**src/rtl/alu_seq_pkg.sv**
```systemverilog
// alu_seq_pkg
// Shared definitions for the ALU issue stage:
//   - seq_state_e : sequencer FSM states (IDLE/ISSUE/WAIT/WB)
//   - instr_t     : packed view of the 16-bit instruction word
//   - *_MSB/_LSB  : instruction field bit positions
//   - FLAG_*      : bit indices inside the latched 5-bit flag vector
package alu_seq_pkg;

    localparam int INSTR_W = 16;
    localparam int DATA_W  = 8;
    localparam int NUM_REGS = 8;
    localparam int FLAG_W  = 5;

    // Instruction field positions
    localparam int OPCODE_MSB     = 15;
    localparam int OPCODE_LSB     = 11;
    localparam int RD_MSB         = 10;
    localparam int RD_LSB         = 8;
    localparam int RA_MSB         = 7;
    localparam int RA_LSB         = 5;
    localparam int RB_MSB         = 4;
    localparam int RB_LSB         = 2;
    localparam int USE_CARRY_BIT  = 1;
    localparam int USE_BORROW_BIT = 0;

    // Flag vector layout: {overflow, negative, zero, borrow, carry}
    localparam int FLAG_CARRY    = 0;
    localparam int FLAG_BORROW   = 1;
    localparam int FLAG_ZERO     = 2;
    localparam int FLAG_NEGATIVE = 3;
    localparam int FLAG_OVERFLOW = 4;

    typedef enum logic [1:0] {
        IDLE  = 2'd0,
        ISSUE = 2'd1,
        WAIT  = 2'd2,
        WB    = 2'd3
    } seq_state_e;

    // Field order matches the bit positions above, MSB first
    typedef struct packed {
        logic [4:0] opcode;
        logic [2:0] rd;
        logic [2:0] ra;
        logic [2:0] rb;
        logic       use_carry;
        logic       use_borrow;
    } instr_t;

endpackage

```
**src/rtl/alu_seq_fifo.sv**
```systemverilog
// alu_seq_fifo
// Synchronous instruction FIFO, WIDTH bits x DEPTH entries (DEPTH a power of 2).
// Ports:
//   clk, rst            : clock, asynchronous active-low reset
//   push, push_data     : write request and data (ignored when full)
//   pop, pop_data       : read request (ignored when empty); pop_data shows the head
//   full, empty, count  : occupancy, all derived from the registered count
module alu_seq_fifo #(
    parameter int DEPTH = 4,
    parameter int WIDTH = 16
) (
    input  logic                     clk,
    input  logic                     rst,
    input  logic                     push,
    input  logic [WIDTH-1:0]         push_data,
    input  logic                     pop,
    output logic [WIDTH-1:0]         pop_data,
    output logic                     full,
    output logic                     empty,
    output logic [$clog2(DEPTH):0]   count
);

    localparam int AW = $clog2(DEPTH);
    localparam logic [AW-1:0] PTR_ONE  = AW'(1);
    localparam logic [AW:0]   CNT_ONE  = (AW+1)'(1);
    localparam logic [AW:0]   CNT_FULL = (AW+1)'(DEPTH);

    logic [WIDTH-1:0] mem [DEPTH];
    logic [AW-1:0]    wr_ptr;
    logic [AW-1:0]    rd_ptr;
    logic [AW:0]      count_q;
    logic             do_push;
    logic             do_pop;

    // A push while full is dropped even if a pop frees a slot in the same cycle
    assign do_push  = push && !full;
    assign do_pop   = pop && !empty;
    assign full     = (count_q == CNT_FULL);
    assign empty    = (count_q == '0);
    assign count    = count_q;
    assign pop_data = mem[rd_ptr];

    // Pointers wrap naturally because DEPTH is a power of 2
    always_ff @(posedge clk or negedge rst) begin
        if (!rst) begin
            wr_ptr  <= '0;
            rd_ptr  <= '0;
            count_q <= '0;
        end else begin
            if (do_push) begin
                wr_ptr <= wr_ptr + PTR_ONE;
            end
            if (do_pop) begin
                rd_ptr <= rd_ptr + PTR_ONE;
            end
            case ({do_push, do_pop})
                2'b10:   count_q <= count_q + CNT_ONE;
                2'b01:   count_q <= count_q - CNT_ONE;
                default: count_q <= count_q;
            endcase
        end
    end

    always_ff @(posedge clk) begin
        if (do_push) begin
            mem[wr_ptr] <= push_data;
        end
    end

endmodule

```
**src/rtl/alu_sequencer.sv**
```systemverilog
// alu_sequencer
// Issue stage for the 8-bit ALU: buffers instructions, reads operands from an
// 8x8 register file, hands them to the ALU, waits for the result (with timeout),
// writes the result back and latches the ALU flags for carry/borrow chaining.
// Ports:
//   clk, rst                           : clock, asynchronous active-low reset
//   instr_valid/instr_ready/instr_data : instruction push handshake
//   wr_en, wr_addr, wr_data            : host register preload
//   rd_addr, rd_data                   : combinational debug read
//   alu_*  (out)                       : enable, opcode, operands, input_ready, carry/borrow in
//   alu_*  (in)                        : result, result_ready and the five ALU flags
//   flags                              : latched {overflow, negative, zero, borrow, carry}
//   busy                               : FSM active or instructions pending
//   timeout_err                        : sticky, set when the ALU never answers
module alu_sequencer
    import alu_seq_pkg::*;
#(
    parameter int DEPTH   = 4,
    parameter int TIMEOUT = 15
) (
    input  logic          clk,
    input  logic          rst,
    input  logic          instr_valid,
    output logic          instr_ready,
    input  logic [15:0]   instr_data,
    input  logic          wr_en,
    input  logic [2:0]    wr_addr,
    input  logic [7:0]    wr_data,
    input  logic [2:0]    rd_addr,
    output logic [7:0]    rd_data,
    output logic          alu_enable,
    output logic [4:0]    alu_opcode,
    output logic [7:0]    alu_operand_A,
    output logic [7:0]    alu_operand_B,
    output logic          alu_input_ready,
    output logic          alu_carry_in,
    output logic          alu_borrow_in,
    input  logic [7:0]    alu_result,
    input  logic          alu_result_ready,
    input  logic          alu_carry_out,
    input  logic          alu_borrow_out,
    input  logic          alu_zero,
    input  logic          alu_negative,
    input  logic          alu_overflow,
    output logic [4:0]    flags,
    output logic          busy,
    output logic          timeout_err
);

    localparam int CNT_W = $clog2(TIMEOUT + 1);
    localparam logic [CNT_W-1:0] LAST_WAIT = CNT_W'(TIMEOUT - 1);
    localparam logic [CNT_W-1:0] CNT_ONE   = CNT_W'(1);

    seq_state_e state_q;
    seq_state_e state_d;

    logic [INSTR_W-1:0]       fifo_data;
    instr_t                   head;
    logic                     fifo_full;
    logic                     fifo_empty;
    logic [$clog2(DEPTH):0]   fifo_count;

    logic                     load_op;
    logic                     cnt_clear;
    logic                     cnt_inc;
    logic                     capture_result;
    logic                     set_timeout;
    logic                     write_back;

    logic [DATA_W-1:0]        regs [NUM_REGS];
    logic [2:0]               rd_q;
    logic [CNT_W-1:0]         wait_cnt;
    logic [DATA_W-1:0]        result_q;
    logic [FLAG_W-1:0]        flags_cap;
    logic [FLAG_W-1:0]        flags_q;

    alu_seq_fifo #(
        .DEPTH (DEPTH),
        .WIDTH (INSTR_W)
    ) u_fifo (
        .clk       (clk),
        .rst       (rst),
        .push      (instr_valid),
        .push_data (instr_data),
        .pop       (load_op),
        .pop_data  (fifo_data),
        .full      (fifo_full),
        .empty     (fifo_empty),
        .count     (fifo_count)
    );

    assign head        = fifo_data;
    assign instr_ready = !fifo_full;
    assign busy        = (state_q != IDLE) || (fifo_count != '0);
    assign rd_data     = regs[rd_addr];
    assign flags       = flags_q;
    // Reset is asynchronous, so the enable drops immediately while rst is low
    assign alu_enable  = rst;

    always_ff @(posedge clk or negedge rst) begin
        if (!rst) begin
            state_q <= IDLE;
        end else begin
            state_q <= state_d;
        end
    end

    // result_ready only matters in WAIT; the timeout fires on the TIMEOUT-th
    // WAIT cycle, so the counter never needs to exceed TIMEOUT-1
    always_comb begin
        state_d         = state_q;
        load_op         = 1'b0;
        cnt_clear       = 1'b0;
        cnt_inc         = 1'b0;
        capture_result  = 1'b0;
        set_timeout     = 1'b0;
        write_back      = 1'b0;
        alu_input_ready = 1'b0;
        unique case (state_q)
            IDLE: begin
                if (!fifo_empty) begin
                    load_op = 1'b1;
                    state_d = ISSUE;
                end
            end
            ISSUE: begin
                alu_input_ready = 1'b1;
                cnt_clear       = 1'b1;
                state_d         = WAIT;
            end
            WAIT: begin
                if (alu_result_ready) begin
                    capture_result = 1'b1;
                    state_d        = WB;
                end else if (wait_cnt == LAST_WAIT) begin
                    set_timeout = 1'b1;
                    state_d     = IDLE;
                end else begin
                    cnt_inc = 1'b1;
                end
            end
            WB: begin
                write_back = 1'b1;
                state_d    = IDLE;
            end
            default: state_d = IDLE;
        endcase
    end

    // Operands and carry/borrow-in are snapshotted at the pop, so later host
    // writes or flag updates cannot disturb an instruction already in flight
    always_ff @(posedge clk or negedge rst) begin
        if (!rst) begin
            alu_opcode    <= '0;
            alu_operand_A <= '0;
            alu_operand_B <= '0;
            alu_carry_in  <= 1'b0;
            alu_borrow_in <= 1'b0;
            rd_q          <= '0;
            wait_cnt      <= '0;
            result_q      <= '0;
            flags_cap     <= '0;
            flags_q       <= '0;
            timeout_err   <= 1'b0;
        end else begin
            if (load_op) begin
                alu_opcode    <= head.opcode;
                alu_operand_A <= regs[head.ra];
                alu_operand_B <= regs[head.rb];
                alu_carry_in  <= head.use_carry & flags_q[FLAG_CARRY];
                alu_borrow_in <= head.use_borrow & flags_q[FLAG_BORROW];
                rd_q          <= head.rd;
            end
            if (cnt_clear) begin
                wait_cnt <= '0;
            end else if (cnt_inc) begin
                wait_cnt <= wait_cnt + CNT_ONE;
            end
            if (capture_result) begin
                result_q                 <= alu_result;
                flags_cap[FLAG_CARRY]    <= alu_carry_out;
                flags_cap[FLAG_BORROW]   <= alu_borrow_out;
                flags_cap[FLAG_ZERO]     <= alu_zero;
                flags_cap[FLAG_NEGATIVE] <= alu_negative;
                flags_cap[FLAG_OVERFLOW] <= alu_overflow;
            end
            if (write_back) begin
                flags_q <= flags_cap;
            end
            if (set_timeout) begin
                timeout_err <= 1'b1;
            end
        end
    end

    // Writeback has priority over a host write to the same register
    always_ff @(posedge clk or negedge rst) begin
        if (!rst) begin
            for (int i = 0; i < NUM_REGS; i++) begin
                regs[i] <= '0;
            end
        end else begin
            for (int i = 0; i < NUM_REGS; i++) begin
                if (write_back && (rd_q == 3'(i))) begin
                    regs[i] <= result_q;
                end else if (wr_en && (wr_addr == 3'(i))) begin
                    regs[i] <= wr_data;
                end
            end
        end
    end

endmodule

```
**config.mk**
```make
export PLATFORM = sky130hd
export DESIGN_NAME = alu_sequencer
export DESIGN_NICKNAME = d
export VERILOG_FILES = /design/src/rtl/alu_seq_pkg.sv /design/src/rtl/alu_seq_fifo.sv /design/src/rtl/alu_sequencer.sv
export SDC_FILE = /design/constraint.sdc
export NUM_CORES = 1
export LEC_CHECK = 0
export CORE_MARGIN = 5
export CORE_UTILIZATION = 57
export DETAILED_ROUTE_END_ITERATION = 7
export PLACE_DENSITY = 0.91
export SYNTH_ARGS = -nofsm -noshare
export SYNTH_HDL_FRONTEND = slang
export SYNTH_SLANG_ARGS = --single-unit
```
**constraint.sdc**
```tcl
create_clock -name clk -period 3.2 [get_ports clk]
set_clock_uncertainty 0.1 [all_clocks]
set_input_delay 0.64 -clock clk [delete_from_list [all_inputs] [get_ports clk]]
set_output_delay 0.64 -clock clk [all_outputs]
set_load 0.02 [all_outputs]
```
* Word level (Yosys, flattened, before mapping)
Memory sizes are Yosys's and may differ from the RTL's.
Cells that the tools add are included.
** Cells by class
- Reduce and logical (&&, ||, !) cells :: 38
- $lt $le $gt $ge :: 3
- Add/subtract/negate cells :: 5
- Eq/ne operators :: 23
- Mux-type cells :: 46
- Bitwise operators :: 5
** Operator list (number)
- two-way mux 8 bit :: 22
- binary-select mux 8 bit (select 3 bit) :: 3
- equality test 3 bit (second input constant) :: 9
- nonzero test 2 bit :: 11
- logical AND 1 bit :: 18
- two-way mux 1 bit :: 14
- equality test 3 x 2 -> 1 bit (second input constant) :: 4
- >= comparator 4 bit (second input constant) :: 3
- inverter 3 -> 4 bit :: 3
- logical NOT 3 bit :: 3
- two-way mux 4 bit :: 2
- one-hot mux 2 bit (4 select lines) :: 1
- equality test 2 bit (second input constant) :: 3
- equality test 3 x 1 -> 1 bit (second input constant) :: 2
- two-way mux 2 bit :: 3
- one-hot mux 3 bit (2 select lines) :: 1
- adder 2 x 1 -> 2 bit (second input constant) :: 2
- adder 4 x 1 -> 4 bit (second input constant) :: 1
- equality test 2 x 1 -> 1 bit (second input constant) :: 2
- equality test 4 bit (second input constant) :: 1
- adder 3 x 1 -> 3 bit (second input constant) :: 1
- inequality test 3 bit (second input constant) :: 1
- nonzero test 3 bit :: 1
- subtractor 3 x 1 -> 3 bit (second input constant) :: 1
- 6 further kinds :: 8
** Word-level totals
- Flip-flop bits (word level) :: 122
- Input bits :: 48
- RAM bits :: 64
- Memories :: 1
- Logic and storage cells :: 144
- Output and inout bits :: 41
** Memories
- u_fifo.mem :: depth 4, width 16, rd ports 1, clocked after memory_dff 0, wr ports 1, RTL line alu_seq_fifo.sv:28 : logic [WIDTH-1:0] mem [DEPTH];

* Longest topological paths before layout
- Word-level depth :: 6
- Gate-level depth with buffers :: 9
- Gate-level depth less buffers :: 9

* Hierarchy
A second synthesis with hierarchy kept.
** Unflattened totals
- Cells, all modules :: 767
- Area total of the unflattened synthesis :: 9337.7 µm²
** Modules (own cells, without submodules)
- alu_sequencer :: instances 1, area an instance 6562.5 µm², cells each 646, seq. area each 2877.8 µm²
- alu_seq_fifo :: instances 1, area an instance 2775.2 µm², cells each 121, seq. area each 2097.0 µm²

* Worst setup path before layout
OpenSTA, ideal clock, no wires.
- Path kind :: in2out
- Start :: input rd_addr[0]
- End :: output rd_data[0]
- Cell stages on the path :: 4
- Setup slack :: 455 ps
- Path buffers :: 2
- Data required time :: 2460 ps
- Arrival :: 2005 ps
- Cell sequence :: buf_2 -> buf_2 -> mux4_2 -> mux2_2
** Between the ends
- Word-level cells in the longest chain between the ends :: 4
** RTL lines
- start, declared :: RTL line alu_sequencer.sv:29 : input logic [2:0] rd_addr,
- inverter 3 -> 4 bit (not written as such) :: RTL line alu_sequencer.sv:95 : assign rd_data = regs[rd_addr];
- binary-select mux 8 bit (select 3 bit) :: RTL line alu_sequencer.sv:95
- two-way mux 8 bit (not written as such) (2 in a row) :: RTL line alu_sequencer.sv:95
- end, declared :: RTL line alu_sequencer.sv:30 : output logic [7:0] rd_data,
No other way between the ends. The select of a mux whose other input is x is not followed.

* Final worst setup path
- Start :: input rd_addr[1]
- End :: output rd_data[2]
Same word-level chain as after synthesis.

==> results.py <==
metrics = {
    "global_routing": {
        "grt_pass1_vias": 6787,
        "grtUsageTotal": 0.2667,
        "grt_pass1_wl_um": 37700,
        "grt_start_max_net_pins": 123,
        "antenna_found_initial": 0,
        "overflow": 0,
    },
    "cts": {
        "cts-root-buf": "clkbuf_16",
        "cts_hold_buf": 0,
        "path_clk_slew_ns": 0.08,
        "cts.path.max_buffers": 2,
        "cts_tree": "done",
        "htreeDepth": 4,
        "cts_made_buffers": 17,
        "clock-sinks": 186,
        "clkLatencyLatePin_ns": 0.45,
    },
    "critical_path": {
        "crit_required_ns": 2.46,
        "endpoint_kind": "primary output",
        "critPathKind": "primary input to primary output",
        "ff2ff_path_depth": 5,
        "worstSetupStartpointType": "primary input",
        "path_max_fanout": 16,
        "critical_path_arrival_ns": 2.25,
    },
    "drt": {
        "drt_iter0_drc": 713,
        "wl_per_cell_um": 22.50,
        "via_count": 6629,
        "routed_via_density": 6.230,
        "drc": 0,
        "drt_pass1_iterations": 5,
        "wl_um": 23940,
        "ant_nets": 0,
    },
    "synth": {
        "synth_flop_cell": "dfrtp_1",
        "synth_area_um2": 9264,
        "ys_types": 40,
        "synth-seq-cells": 186,
        "syn_inst": 759,
        "syn_nets": 815,
        "synthTopCellsByArea": "dfrtp_1 33%, edfxtp_1 21%, mux2i_1 14%",
        "synth_edf_count": 64,
        "syn_avg_cell_area_um2": 12.21,
        "yosysWarnings": 0,
        "ys_async_sr_fraction": 0.6559,
        "seq_area_frac_synth": 0.5370,
        "yosysTopAreaCell": "dfrtp_1",
        "synth_top_cell_area_share": 0.3296,
    },
    "hold_path": {
        "hp-class": "primary input to async pin",
    },
    "finish": {
        "final_common_cell": "mux2i_1",
        "final_cells": 1064,
        "seq_area_um2": 4975,
        "drive_gt1_frac": 0.1557,
        "nets": 891,
        "syn_to_final_growth_pct": 18.69,
        "finish.utilization": 0.6897,
        "multi_input_area_um2": 3919,
        "nFillCells": 1122,
        "final_cell_mix": "128 x mux2i_1, 122 x dfrtp_1, 121 x nand2_1, 78 x clkdlybuf4s50_1, 64 x edfxtp_1",
        "antenna_cells": 0,
    },
    "placement": {
        "dp_hpwl_um": 15770,
        "place_inst": 1029,
        "port_buffers": 88,
        "gp_congestion": 0.9360,
    },
    "pwr": {
        "p_per_area_nw_per_um2": 1046,
        "ir_drop_v": 0.0008064,
        "leakagePower_nw": 4.584,
        "power_mw": 11.50,
    },
    "floorplanning": {
        "row_count": 46,
        "die_area_um2": 18900,
        "initial_core_util": 0.5811,
        "die_h_um": 137.5,
        "core_region_area_um2": 15940,
        "dieWidth_um": 137.5,
        "io_pins": 89,
    },
    "timing": {
        "finalCriticalPeriod_ns": 2.985,
        "hold_viol": 0,
        "setup_tns_ns": 0,
        "rsz0062_at_grt": "false",
        "slew-limit-headroom": 0.2941,
        "finalSetupViolCount": 0,
        "worst-slew-pin-transition_ns": 1.059,
        "drv_slew": 0,
        "min_period_over_period": 0.9330,
        "fin_hold_ws_ns": 0.1338,
        "fmax_mhz": 335.0,
    },
    "job": {
        "maxCapViolCount": 0,
    },
    "run_status": {
        "outcome": "complete, no violations",
    },
}
Yosys cell counts, types with 2 or more instances:
| library cell | instances |
|---|---|
| buf_6 | 5 |
| or2_1 | 2 |
| o22ai_1 | 32 |
| nand3b_1 | 2 |
| xor2_1 | 2 |
| and3_1 | 5 |
| clkbuf_1 | 30 |
| nand4b_1 | 3 |
| nor3b_1 | 3 |
| nor3_1 | 4 |
| buf_12 | 4 |
| ha_1 | 7 |
| clkbuf_2 | 4 |
| a21oi_1 | 17 |
| nand3_1 | 6 |
| dfrtp_1 | 122 |
| o21ai_0 | 52 |
| o21ai_1 | 16 |
| nor2_1 | 23 |
| mux2i_1 | 128 |
| edfxtp_1 | 64 |
| nand2b_1 | 8 |
| nand2_1 | 121 |
| mux2_2 | 27 |
| xnor2_1 | 5 |
| buf_1 | 16 |
| nor3_2 | 2 |
| inv_1 | 4 |
| buf_2 | 3 |
| mux4_2 | 32 |
through the flow:
step                cell area (um^2)  setup WS (ns)
finish                         11000         0.2145
detailed placement             10330        -0.2477
global route                   11000         0.1796
global placement               10330        -0.2350
CTS                            10970        0.02086
floorplan                       9264         0.4550
path summary, 6_finish.rpt:
path                                   from                to  slack (ns)
setup / recovery                 rd_addr[1]        rd_data[2]        0.21
max in group asynchronous               rst      flags_cap[1]        2.24
hold / removal                          rst  alu_operand_A[2]        0.13
setup reg to reg           u_fifo.rd_ptr[0]  alu_operand_A[3]        0.47
hold reg to reg                 timeout_err       timeout_err        0.37
min in group clk                timeout_err       timeout_err        0.37
sequential cells by signal, indices dropped and copies added, names as in the netlist:
register,count
alu_borrow_in,1
wait_cnt,4
flags_cap,5
alu_carry_in,1
alu_operand_B,8
u_fifo.count,3
alu_opcode,5
result_q,8
flags,5
alu_operand_A,8
timeout_err,1
state_q,2
u_fifo.wr_ptr,2
u_fifo.mem,64
regs,64
u_fifo.rd_ptr,2
rd_q,3
per-layer routing:
layer  vias up  GRT usage  wire [um]
li1       2904          -          -
met1      3212     0.3483       9023
met2       422     0.4214      11560
met3        91    0.05844       2253
met4         0     0.1369       1105
met5         -          0          0
layout make-up:
| cell class | count | share of cell area |
|---|---|---|
| clock buffers | 17 | 0.03869 |
| well taps | 216 | 0.02458 |
| multi-input cells | 505 | 0.3564 |
| repair buffers | 120 | 0.1063 |
| inverters | 5 | 0.001707 |
| clock inverters | 15 | 0.01991 |
| flip-flops and latches | 186 | 0.4524 |
timing repair:
item,4_1_cts,5_1_grt
setup endpoints to repair,8,5
pin swaps,0,0
resized for setup,24,2
gates cloned,0,1
setup buffers,2,0
worst max-delay path: stages:
cell and delay [ns]:
clkdlybuf4s50_1 0.51, buf_12 0.17, mux4_2 0.31, mux2_2 0.28
dlygate4sd2_1 0.32
where the power goes:
group	switching (mW)	internal, mW
Clock	1.15	1.11
Sequential	0.982	3.42
Combinational	2.60	2.24
Total	4.73	6.77
logic make-up after synthesis:
group	share of synthesized area
buffers and inverters	0.03998
multiplexers	0.2489
AO/OA/AOI/OAI	0.06942
AND/OR/NAND/NOR	0.08644
flip-flops	0.5370
XOR/XNOR	0.006618
adder cells (fa/ha/maj)	0.01161
Power figures use the tool's default switching activity.
